===== src/rtl/adder_arb_pkg.sv =====
// Shared types and constants for the adder_arbiter block: FSM encoding,
// default sizing and the saturation limits used by the optional clamp.
package adder_arb_pkg;

  typedef enum logic [1:0] {
    ST_IDLE = 2'd0,
    ST_EXEC = 2'd1,
    ST_DONE = 2'd2
  } state_e;

  localparam int DEF_N       = 16;
  localparam int DEF_NUM_REQ = 4;

  // Largest positive / most negative two's-complement value of an n-bit word.
  function automatic logic [63:0] sat_max_pos(input int n);
    return (64'd1 << (n - 1)) - 64'd1;
  endfunction

  function automatic logic [63:0] sat_max_neg(input int n);
    return 64'd1 << (n - 1);
  endfunction

endpackage


===== src/rtl/addsub.sv =====
// Shared N-bit two's-complement add/subtract unit with carry, overflow and
// true-sign flags. Subtraction is computed as A + ~B + 1.
module addsub
  import adder_arb_pkg::*;
#(
  parameter int N = DEF_N
) (
  input  logic [N-1:0] a_i,
  input  logic [N-1:0] b_i,
  input  logic         sub_i,
  output logic [N-1:0] sum_o,
  output logic         carry_o,
  output logic         overflow_o,
  output logic         negative_o
);

  logic [N-1:0] b_eff;
  logic [N-2:0] low_sum;
  logic         c_into_msb;
  logic         msb_sum;

  assign b_eff = sub_i ? ~b_i : b_i;

  // Split at the MSB so the carry into the sign bit is visible for overflow.
  assign {c_into_msb, low_sum} = {1'b0, a_i[N-2:0]} + {1'b0, b_eff[N-2:0]}
                               + {{(N-1){1'b0}}, sub_i};
  assign {carry_o, msb_sum}    = {1'b0, a_i[N-1]} + {1'b0, b_eff[N-1]}
                               + {1'b0, c_into_msb};

  assign sum_o      = {msb_sum, low_sum};
  assign overflow_o = carry_o ^ c_into_msb;
  assign negative_o = overflow_o ^ msb_sum;

endmodule


===== src/rtl/rr_picker.sv =====
// Combinational round-robin winner select: search starts one past the last
// winner and wraps, so the most recently served requester has lowest priority.
module rr_picker
  import adder_arb_pkg::*;
#(
  parameter  int NUM_REQ = DEF_NUM_REQ,
  localparam int IDW     = $clog2(NUM_REQ)
) (
  input  logic [NUM_REQ-1:0] req_i,
  input  logic [IDW-1:0]     last_winner_i,
  output logic               gnt_valid_o,
  output logic [IDW-1:0]     gnt_idx_o
);

  logic [IDW-1:0] cand;

  // NOTE: every output gets a default before the loop, so no path leaves a
  // variable unassigned and no latch is inferred.
  always_comb begin
    gnt_valid_o = 1'b0;
    gnt_idx_o   = '0;
    cand        = '0;
    // Walk farthest-to-nearest so the nearest requesting slot is written last.
    for (int off = NUM_REQ; off >= 1; off--) begin
      cand = IDW'((int'(last_winner_i) + off) % NUM_REQ);
      if (req_i[cand]) begin
        gnt_valid_o = 1'b1;
        gnt_idx_o   = cand;
      end
    end
  end

endmodule


===== src/rtl/adder_arbiter.sv =====
// Round-robin arbiter in front of one shared add/sub unit: IDLE grants and
// captures, EXEC computes, DONE pulses res_valid. Define ADDER_ARB_SATURATE_EN
// to clamp overflowing results; otherwise the wrapped value is returned.
module adder_arbiter
  import adder_arb_pkg::*;
#(
  parameter  int N       = DEF_N,
  parameter  int NUM_REQ = DEF_NUM_REQ,
  localparam int IDW     = $clog2(NUM_REQ)
) (
  input  logic                 clk,
  input  logic                 rst,
  input  logic [NUM_REQ-1:0]   req,
  input  logic [NUM_REQ*N-1:0] op_a,
  input  logic [NUM_REQ*N-1:0] op_b,
  input  logic [NUM_REQ-1:0]   op_sub,
  output logic [NUM_REQ-1:0]   ack,
  output logic                 res_valid,
  output logic [IDW-1:0]       res_id,
  output logic [N-1:0]         result,
  output logic                 carry,
  output logic                 overflow,
  output logic                 negative
);

  localparam logic [IDW-1:0] LAST_RST = IDW'(NUM_REQ - 1);

  state_e         state_q, state_d;
  logic [IDW-1:0] last_winner_q;
  logic [N-1:0]   a_q, b_q;
  logic           sub_q;
  logic [IDW-1:0] id_q;
  logic [IDW-1:0] res_id_q;
  logic [N-1:0]   result_q, result_d;
  logic           carry_q, overflow_q, negative_q;

  logic           gnt_valid;
  logic [IDW-1:0] gnt_idx;
  logic [N-1:0]   sel_a, sel_b;
  logic           sel_sub;
  logic           capture;
  logic [N-1:0]   sum;
  logic           sum_c, sum_v, sum_n;

  rr_picker #(.NUM_REQ(NUM_REQ)) u_picker (
    .req_i        (req),
    .last_winner_i(last_winner_q),
    .gnt_valid_o  (gnt_valid),
    .gnt_idx_o    (gnt_idx)
  );

  always_comb begin
    sel_a   = '0;
    sel_b   = '0;
    sel_sub = 1'b0;
    for (int i = 0; i < NUM_REQ; i++) begin
      if (gnt_idx == IDW'(i)) begin
        sel_a   = op_a[i*N +: N];
        sel_b   = op_b[i*N +: N];
        sel_sub = op_sub[i];
      end
    end
  end

  always_comb begin
    state_d   = state_q;
    ack       = '0;
    capture   = 1'b0;
    res_valid = 1'b0;
    unique case (state_q)
      ST_IDLE: begin
        // ack is combinational from req, so hold it low while reset is applied.
        if (gnt_valid && !rst) begin
          ack[gnt_idx] = 1'b1;
          capture      = 1'b1;
          state_d      = ST_EXEC;
        end
      end
      ST_EXEC: state_d = ST_DONE;
      ST_DONE: begin
        res_valid = 1'b1;
        state_d   = ST_IDLE;
      end
      default: state_d = ST_IDLE;
    endcase
  end

  // NOTE: clocked state uses non-blocking assignments so every register
  // samples pre-edge values regardless of statement order.
  always_ff @(posedge clk or posedge rst) begin
    if (rst) state_q <= ST_IDLE;
    else     state_q <= state_d;
  end

  always_ff @(posedge clk or posedge rst) begin
    if (rst) begin
      a_q           <= '0;
      b_q           <= '0;
      sub_q         <= 1'b0;
      id_q          <= '0;
      last_winner_q <= LAST_RST;
    end else if (capture) begin
      a_q           <= sel_a;
      b_q           <= sel_b;
      sub_q         <= sel_sub;
      id_q          <= gnt_idx;
      last_winner_q <= gnt_idx;
    end
  end

  addsub #(.N(N)) u_addsub (
    .a_i       (a_q),
    .b_i       (b_q),
    .sub_i     (sub_q),
    .sum_o     (sum),
    .carry_o   (sum_c),
    .overflow_o(sum_v),
    .negative_o(sum_n)
  );

`ifdef ADDER_ARB_SATURATE_EN
  localparam logic [63:0]  SAT_POS_W = sat_max_pos(N);
  localparam logic [63:0]  SAT_NEG_W = sat_max_neg(N);
  localparam logic [N-1:0] SAT_POS   = SAT_POS_W[N-1:0];
  localparam logic [N-1:0] SAT_NEG   = SAT_NEG_W[N-1:0];

  always_comb begin
    result_d = sum;
    if (sum_v) result_d = sum_n ? SAT_NEG : SAT_POS;
  end
`else
  assign result_d = sum;
`endif

  // Result and flags update only at the end of EXEC and hold until the next op.
  always_ff @(posedge clk or posedge rst) begin
    if (rst) begin
      res_id_q   <= '0;
      result_q   <= '0;
      carry_q    <= 1'b0;
      overflow_q <= 1'b0;
      negative_q <= 1'b0;
    end else if (state_q == ST_EXEC) begin
      res_id_q   <= id_q;
      result_q   <= result_d;
      carry_q    <= sum_c;
      overflow_q <= sum_v;
      negative_q <= sum_n;
    end
  end

  assign res_id   = res_id_q;
  assign result   = result_q;
  assign carry    = carry_q;
  assign overflow = overflow_q;
  assign negative = negative_q;

endmodule


===== config.mk =====
export PLATFORM = sky130hd
export DESIGN_NAME = adder_arbiter
export DESIGN_NICKNAME = d
export VERILOG_FILES = /design/src/rtl/adder_arb_pkg.sv /design/src/rtl/addsub.sv /design/src/rtl/rr_picker.sv /design/src/rtl/adder_arbiter.sv
export SDC_FILE = /design/constraint.sdc
export NUM_CORES = 1
export LEC_CHECK = 0
export ABC_AREA = 1
export ABC_CLOCK_PERIOD_IN_PS = 5000
export CAP_MARGIN = 20
export CORE_MARGIN = 5
export CORE_UTILIZATION = 30
export DETAILED_ROUTE_END_ITERATION = 16
export HOLD_SLACK_MARGIN = 0.1
export PLACE_DENSITY = 0.6
export SLEW_MARGIN = 20
export SYNTH_ARGS = -nofsm -noshare
export SYNTH_HDL_FRONTEND = slang
export SYNTH_SLANG_ARGS = --single-unit

===== constraint.sdc =====
create_clock -name clk -period 5 [get_ports clk]
set_input_delay 1 -clock clk [delete_from_list [all_inputs] [get_ports clk]]
set_output_delay 1 -clock clk [all_outputs]
set_load 0.05 [all_outputs]

==> flow_summary.json, run 1 <==
{
  "outcome": "finished clean",
  "setup_violations": 0,
  "synthSimpleGateAreaFrac_pct": 37.9,
  "grt_max_degree": 61,
  "hpwl_um": 11100,
  "die_area_mm2": 0.0181,
  "setup_ws_ns": 1.18,
  "period_needed_ns": 3.82,
  "crit_type": "in2out",
  "clk_path_buf_depth": 2,
  "synthArstFlopShare_pct": 100,
  "cts_resized": 0,
  "fin_tns_setup_ns": 0,
  "h-tree-depth": 3,
  "hold_violations": 0,
  "synth_top_family_by_area": "simple AND/OR/NAND/NOR gates",
  "peakVddDrop_mv": 0.320,
  "syn-num-nets": 832,
  "hold_depth": 2,
  "start_kind": "input port",
  "drive_above_1_share_pct": 9.76,
  "fill_cells": 1591,
  "ant_nets": 0,
  "crit_fanout": 13,
  "root_buffer": "clkbuf_16",
  "fin_skew_ns": 0.00787,
  "fin_crit_sh_pct": 76.5,
  "drv_cap": 0,
  "grt_pass1_wl_um": 22700,
  "first_iter_violations": 265,
  "synth_edf_count": 0,
  "required_ns": 4.00,
  "start_util_pct": 30.6,
  "endpoint": "ack[2]",
  "syn_avg_cell_area_um2": 6.88,
  "cp-startpoint": "req[3]",
  "globalRouteOverflowTotal": 0,
  "final_cells": 1018,
  "synth_commonest_cells": "nand2_1 (237), inv_1 (65), nand3_1 (65)",
  "clk_latency_ns": 0.33,
  "antenna_found_initial": 0,
  "ys_seq_area_share_pct": 32.3,
  "ys.flop_type": "dfrtp_1",
  "numCtsBuffers": 9,
  "drv_slew": 0,
  "nets": 980,
  "syn_to_final_growth_pct": 43.4,
  "gp_congestion": 0.881,
  "cts-hold-fix-buffers": 0,
  "synth_top_area_cell": "dfrtp_1",
  "yosys.area_share.xor_xnor_pct": 3.01,
  "num_io_pins": 164,
  "drc_errors": 0,
  "cts_tree": "done",
  "syn_area_mm2": 0.00465,
  "r2r-end": "overflow",
  "cp-end-kind": "output pin",
  "postCtsSetupBuffers": 0,
  "max_freq_ghz": 0.262,
  "num_vias": 4603,
  "fp.coreArea_mm2": 0.0152,
  "reg2reg_depth": 14,
  "tightest_slew_ns": 0.883,
  "r2r_start": "sub_q",
  "dpl.cell_count": 1002,
  "wire_per_inst_um": 13.6,
  "placement.setup.worst_slack_ns": 1.16,
  "ys_ff_latch": 60,
  "clk_pin_slew_ns": 0.05,
  "synth_cells": 677,
  "synth-adder-area-share_pct": 5.05,
  "synth.area.top_cells": "dfrtp_1 (31%), nand2_1 (19%), nand3_1 (7.0%), o21ai_0 (5.4%), inv_1 (5.2%)",
  "synth.distinct_cells": 40,
  "netlist.area_leader.share_pct": 31.2,
  "dr.pass1.iters": 4,
  "grt_setup_unrepaired": "false",
  "synth-warning-count": 0,
  "grt_pass1_vias": 4499,
  "dieHeight_um": 135,
  "wl_um": 13900,
  "p_leak_nw": 3.33,
  "placed_area_mm2": 0.00637,
  "synth_most_common_cell": "nand2_1",
  "slew_headroom_pct": 41.0,
  "synth-compound-area-share_pct": 11.7,
  "die_w_um": 135,
  "clock_sinks": 60,
  "final_area_mm2": 0.00668,
  "n_antenna_cell": 0,
  "portBuffers": 163,
  "powerDensity_mw_per_mm2": 812,
  "p_total_mw": 5.42,
  "critPathArrivalTime_ns": 2.82,
  "r2r_setup_slack_ns": 1.80,
  "row_count": 45,
  "synthMuxAreaShare_pct": 0,
  "grtUsageTotal_pct": 15.5,
  "hold_class": "reg2reg",
  "vias_per_cell": 4.52
}
-- where the power goes --
part           switching (mW)  internal, mW
registers               0.191         0.734
logic                    2.54          1.34
clock network           0.230         0.387
-- placed cells by master, fill, tap and decap left out, drive strengths merged, types with 3 or more instances in the layout --
master	instances
nand2	273
clkdlybuf4s50	159
o21ai	72
inv	69
nand3	65
dfrtp	58
nor2	28
xor2	14
ha	14
a21oi	13
or2	11
clkbuf	9
buf	8
nand3b	4
o21bai	4
clkinvlp	3
a21o	3
nand4	3
fa	3
clkinv	3
-- per-stage QoR --
stage | hold WS (ns) | util (%)
floorplan | 0.449 | -
global placement | 0.465 | 41.9
detailed placement | 0.469 | 41.9
CTS | 0.483 | 43.9
global route | 0.504 | 43.9
finish | 0.479 | 43.9
-- per-layer routing --
layer	routed length (µm)	GRT usage (%)	vias up
li1	-	-	2452
met4	187	3.90	0
met1	6510	20.6	2001
met2	6190	24.9	134
met3	974	4.77	16
met5	0	0	-
-- flip-flops by register name (all words and copies together), names as in the netlist --
signal	flops
carry	1
state_q	2
last_winner_q	2
sub_q	1
b_q	16
id_q	2
overflow	1
a_q	16
negative	1
res_id	2
result	16
-- worst max-delay path, cell delays in order --
cell and delay [ns]:
clkdlybuf4s50_1 0.49, inv_1 0.05, nand2_1 0.08, nand2_2 0.09, nand2_1 0.07, o31ai_1 0.07
nor2_2 0.38, nand2_1 0.21, nor2_1 0.22, buf_12 0.17
-- how the worst min path moves through the flow --
| stage | slack, ns | startpoint | endpoint |
|---|---|---|---|
| 6_report | 0.48 | result[14] | result[14] |
| 3_3_place_gp | 0.46 | result[10] | result[10] |
| 2_1_floorplan | 0.45 | a_q[0] | a_q[0] |
| 5_1_grt | 0.50 | result[10] | result[10] |
| 3_5_place_dp | 0.47 | result[14] | result[14] |
| 4_1_cts | 0.48 | result[14] | result[14] |
-- layout make-up --
class | count | area [µm²] | area share (%)
Multi-Input combinational cell | 518 | 2690 | 40.3
Timing Repair Buffer | 167 | 1680 | 25.1
Sequential cell | 60 | 1500 | 22.5
Inverter | 69 | 270 | 4.05
Tap cell | 188 | 235 | 3.52
Clock buffer | 9 | 225 | 3.37
Clock inverter | 7 | 76.3 | 1.14
-- cell families after synthesis --
kind of cell	count (synthesis)
flops	60
buf+inv	99
simple gates	386
fa+ha+maj	17
xor+xnor	16
compound gates	99
(Power assumes the default switching activity.)
==> run 2: changes to the inputs <==
--- a/config.mk
+++ b/config.mk
@@ -6,7 +6,7 @@
 export NUM_CORES = 1
 export LEC_CHECK = 0
 export ABC_AREA = 1
-export ABC_CLOCK_PERIOD_IN_PS = 5000
+export ABC_CLOCK_PERIOD_IN_PS = 3520
 export CAP_MARGIN = 20
 export CORE_MARGIN = 5
 export CORE_UTILIZATION = 30
==> constraint.sdc (replaced) <==
create_clock -name clk -period 3.52 [get_ports clk]
set_input_delay 0.704 -clock clk [delete_from_list [all_inputs] [get_ports clk]]
set_output_delay 0.704 -clock clk [all_outputs]
set_load 0.05 [all_outputs]
==> flow_summary.json, run 2 (synthesis results as in run 1) <==
{
  "outcome": "finished clean",
  "crit_fanout": 16,
  "reg2reg_depth": 10,
  "wl_um": 13900,
  "hold_class": "reg2reg",
  "die_area_mm2": 0.0181,
  "hold_violations": 0,
  "fin_skew_ns": 0.00378,
  "worst_path_most_repeated_cell": "nand2_1",
  "clk_path_buf_depth": 2,
  "drv_cap": 0,
  "max_freq_ghz": 0.319,
  "vias_per_cell": 4.55,
  "syn_to_final_growth_pct": 45.7,
  "required_ns": 2.82,
  "critPathArrivalTime_ns": 2.44,
  "setup_ws_ns": 0.380,
  "drive_above_1_share_pct": 10.6,
  "dieHeight_um": 135,
  "root_buffer": "clkbuf_16",
  "period_needed_ns": 3.14,
  "grt_pass1_vias": 4586,
  "n_antenna_cell": 0,
  "cp-end-kind": "output pin",
  "slew_headroom_pct": 50.7,
  "mostFrequentLayoutCells": "nand2_1 (237), clkdlybuf4s50_1 (159), nand3_1 (65)",
  "start_util_pct": 30.6,
  "placement.setup.worst_slack_ns": 0.362,
  "fp.coreArea_mm2": 0.0152,
  "max_stage_delay_ns": 0.45,
  "p_leak_nw": 3.38,
  "globalRouteOverflowTotal": 0,
  "hold_depth": 2,
  "tightest_slew_ns": 0.739,
  "post-route-util_pct": 44.6,
  "drc_errors": 0,
  "portBuffers": 163,
  "cts-hold-fix-buffers": 0,
  "numCtsBuffers": 9,
  "ant_nets": 0,
  "nets": 987,
  "crit_path_top_delay_cell": "clkdlybuf4s50_1",
  "final_cells": 1024,
  "powerDensity_mw_per_mm2": 1160,
  "cts_tree": "done",
  "drv_slew": 0,
  "grt_setup_unrepaired": "false",
  "h-tree-depth": 3,
  "dpl.cell_count": 1009,
  "grt_max_degree": 61,
  "num_io_pins": 164,
  "critical-path-top-delay-family": "simple AND/OR/NAND/NOR gates",
  "peakVddDrop_mv": 0.538,
  "dr.pass1.iters": 4,
  "start_kind": "input port",
  "gp_congestion": 0.879,
  "row_count": 45,
  "clk_latency_ns": 0.32,
  "first_iter_violations": 219,
  "crit_type": "in2out",
  "hpwl_um": 11300,
  "fin_crit_sh_pct": 89.2,
  "clk_pin_slew_ns": 0.05,
  "grt_pass1_wl_um": 22700,
  "antenna_found_initial": 0,
  "wire_per_inst_um": 13.5,
  "die_w_um": 135,
  "final_common_cell": "nand2_1",
  "cp_cell_sequence": "clkdlybuf4s50_1 > inv_1 > o21ai_1 > nand2_1 > nand2_1 > nand2_2 > nand2_4 > nand2_8 > nor3_1 > buf_12",
  "num_vias": 4655,
  "cts_resized": 0,
  "grtUsageTotal_pct": 15.5,
  "postCtsSetupBuffers": 0,
  "critical_path_buf_inv_count": 3,
  "setup_violations": 0,
  "worstSetupPathDepth": 10,
  "clock_sinks": 60
}
## run 2: where the power goes
| group | internal [mW] | switching [mW] |
|---|---|---|
| Sequential | 1.04 | 0.252 |
| Combinational | 2.01 | 3.62 |
| Clock | 0.651 | 0.287 |
## run 2: worst paths after layout
path | slack [ns] | to | from
max reg2reg | 0.66 | result[15] | sub_q
max in group asynchronous | 2.03 | b_q[9] | rst
min reg2reg | 0.48 | result[6] | result[6]
min in group asynchronous | 1.01 | id_q[1] | rst
max | 0.38 | ack[1] | req[1]
min | 0.48 | result[6] | result[6]
## run 2: worst min-delay path, delay by kind of cell (launching register included)
kind	cells	cell delay [ns]
DFF	1	0.34
and+or+nand+nor	2	0.10
## run 2: routing by layer
metal  global-route usage [%]  vias to the layer above  wire [µm]
met5                        0                        -          0
met4                     3.73                        0        167
met3                     4.55                       14        976
met2                     24.9                      135       6250
met1                     20.7                     2044       6480
li1                         -                     2462          -
## run 2: final cells by class
cell class | count | area [µm²]
Clock buffer | 11 | 253
Clock inverter | 4 | 72.6
Fill cell | 1618 | 8420
Inverter | 69 | 270
Multi-Input combinational cell | 518 | 2690
Sequential cell | 60 | 1500
Tap cell | 188 | 235
Timing Repair Buffer | 174 | 1750
## run 2: stage by stage
stage          cell area, µm²  TNS, ns  hold slack, ns  power (mW)
2_1_floorplan            4660   -0.735           0.449        5.66
3_3_place_gp             6460        0           0.466        6.95
3_5_place_dp             6460        0           0.467        7.00
4_1_cts                  6780        0           0.481        7.98
5_1_grt                  6780        0           0.495        8.76
6_report                 6780        0           0.475        7.87
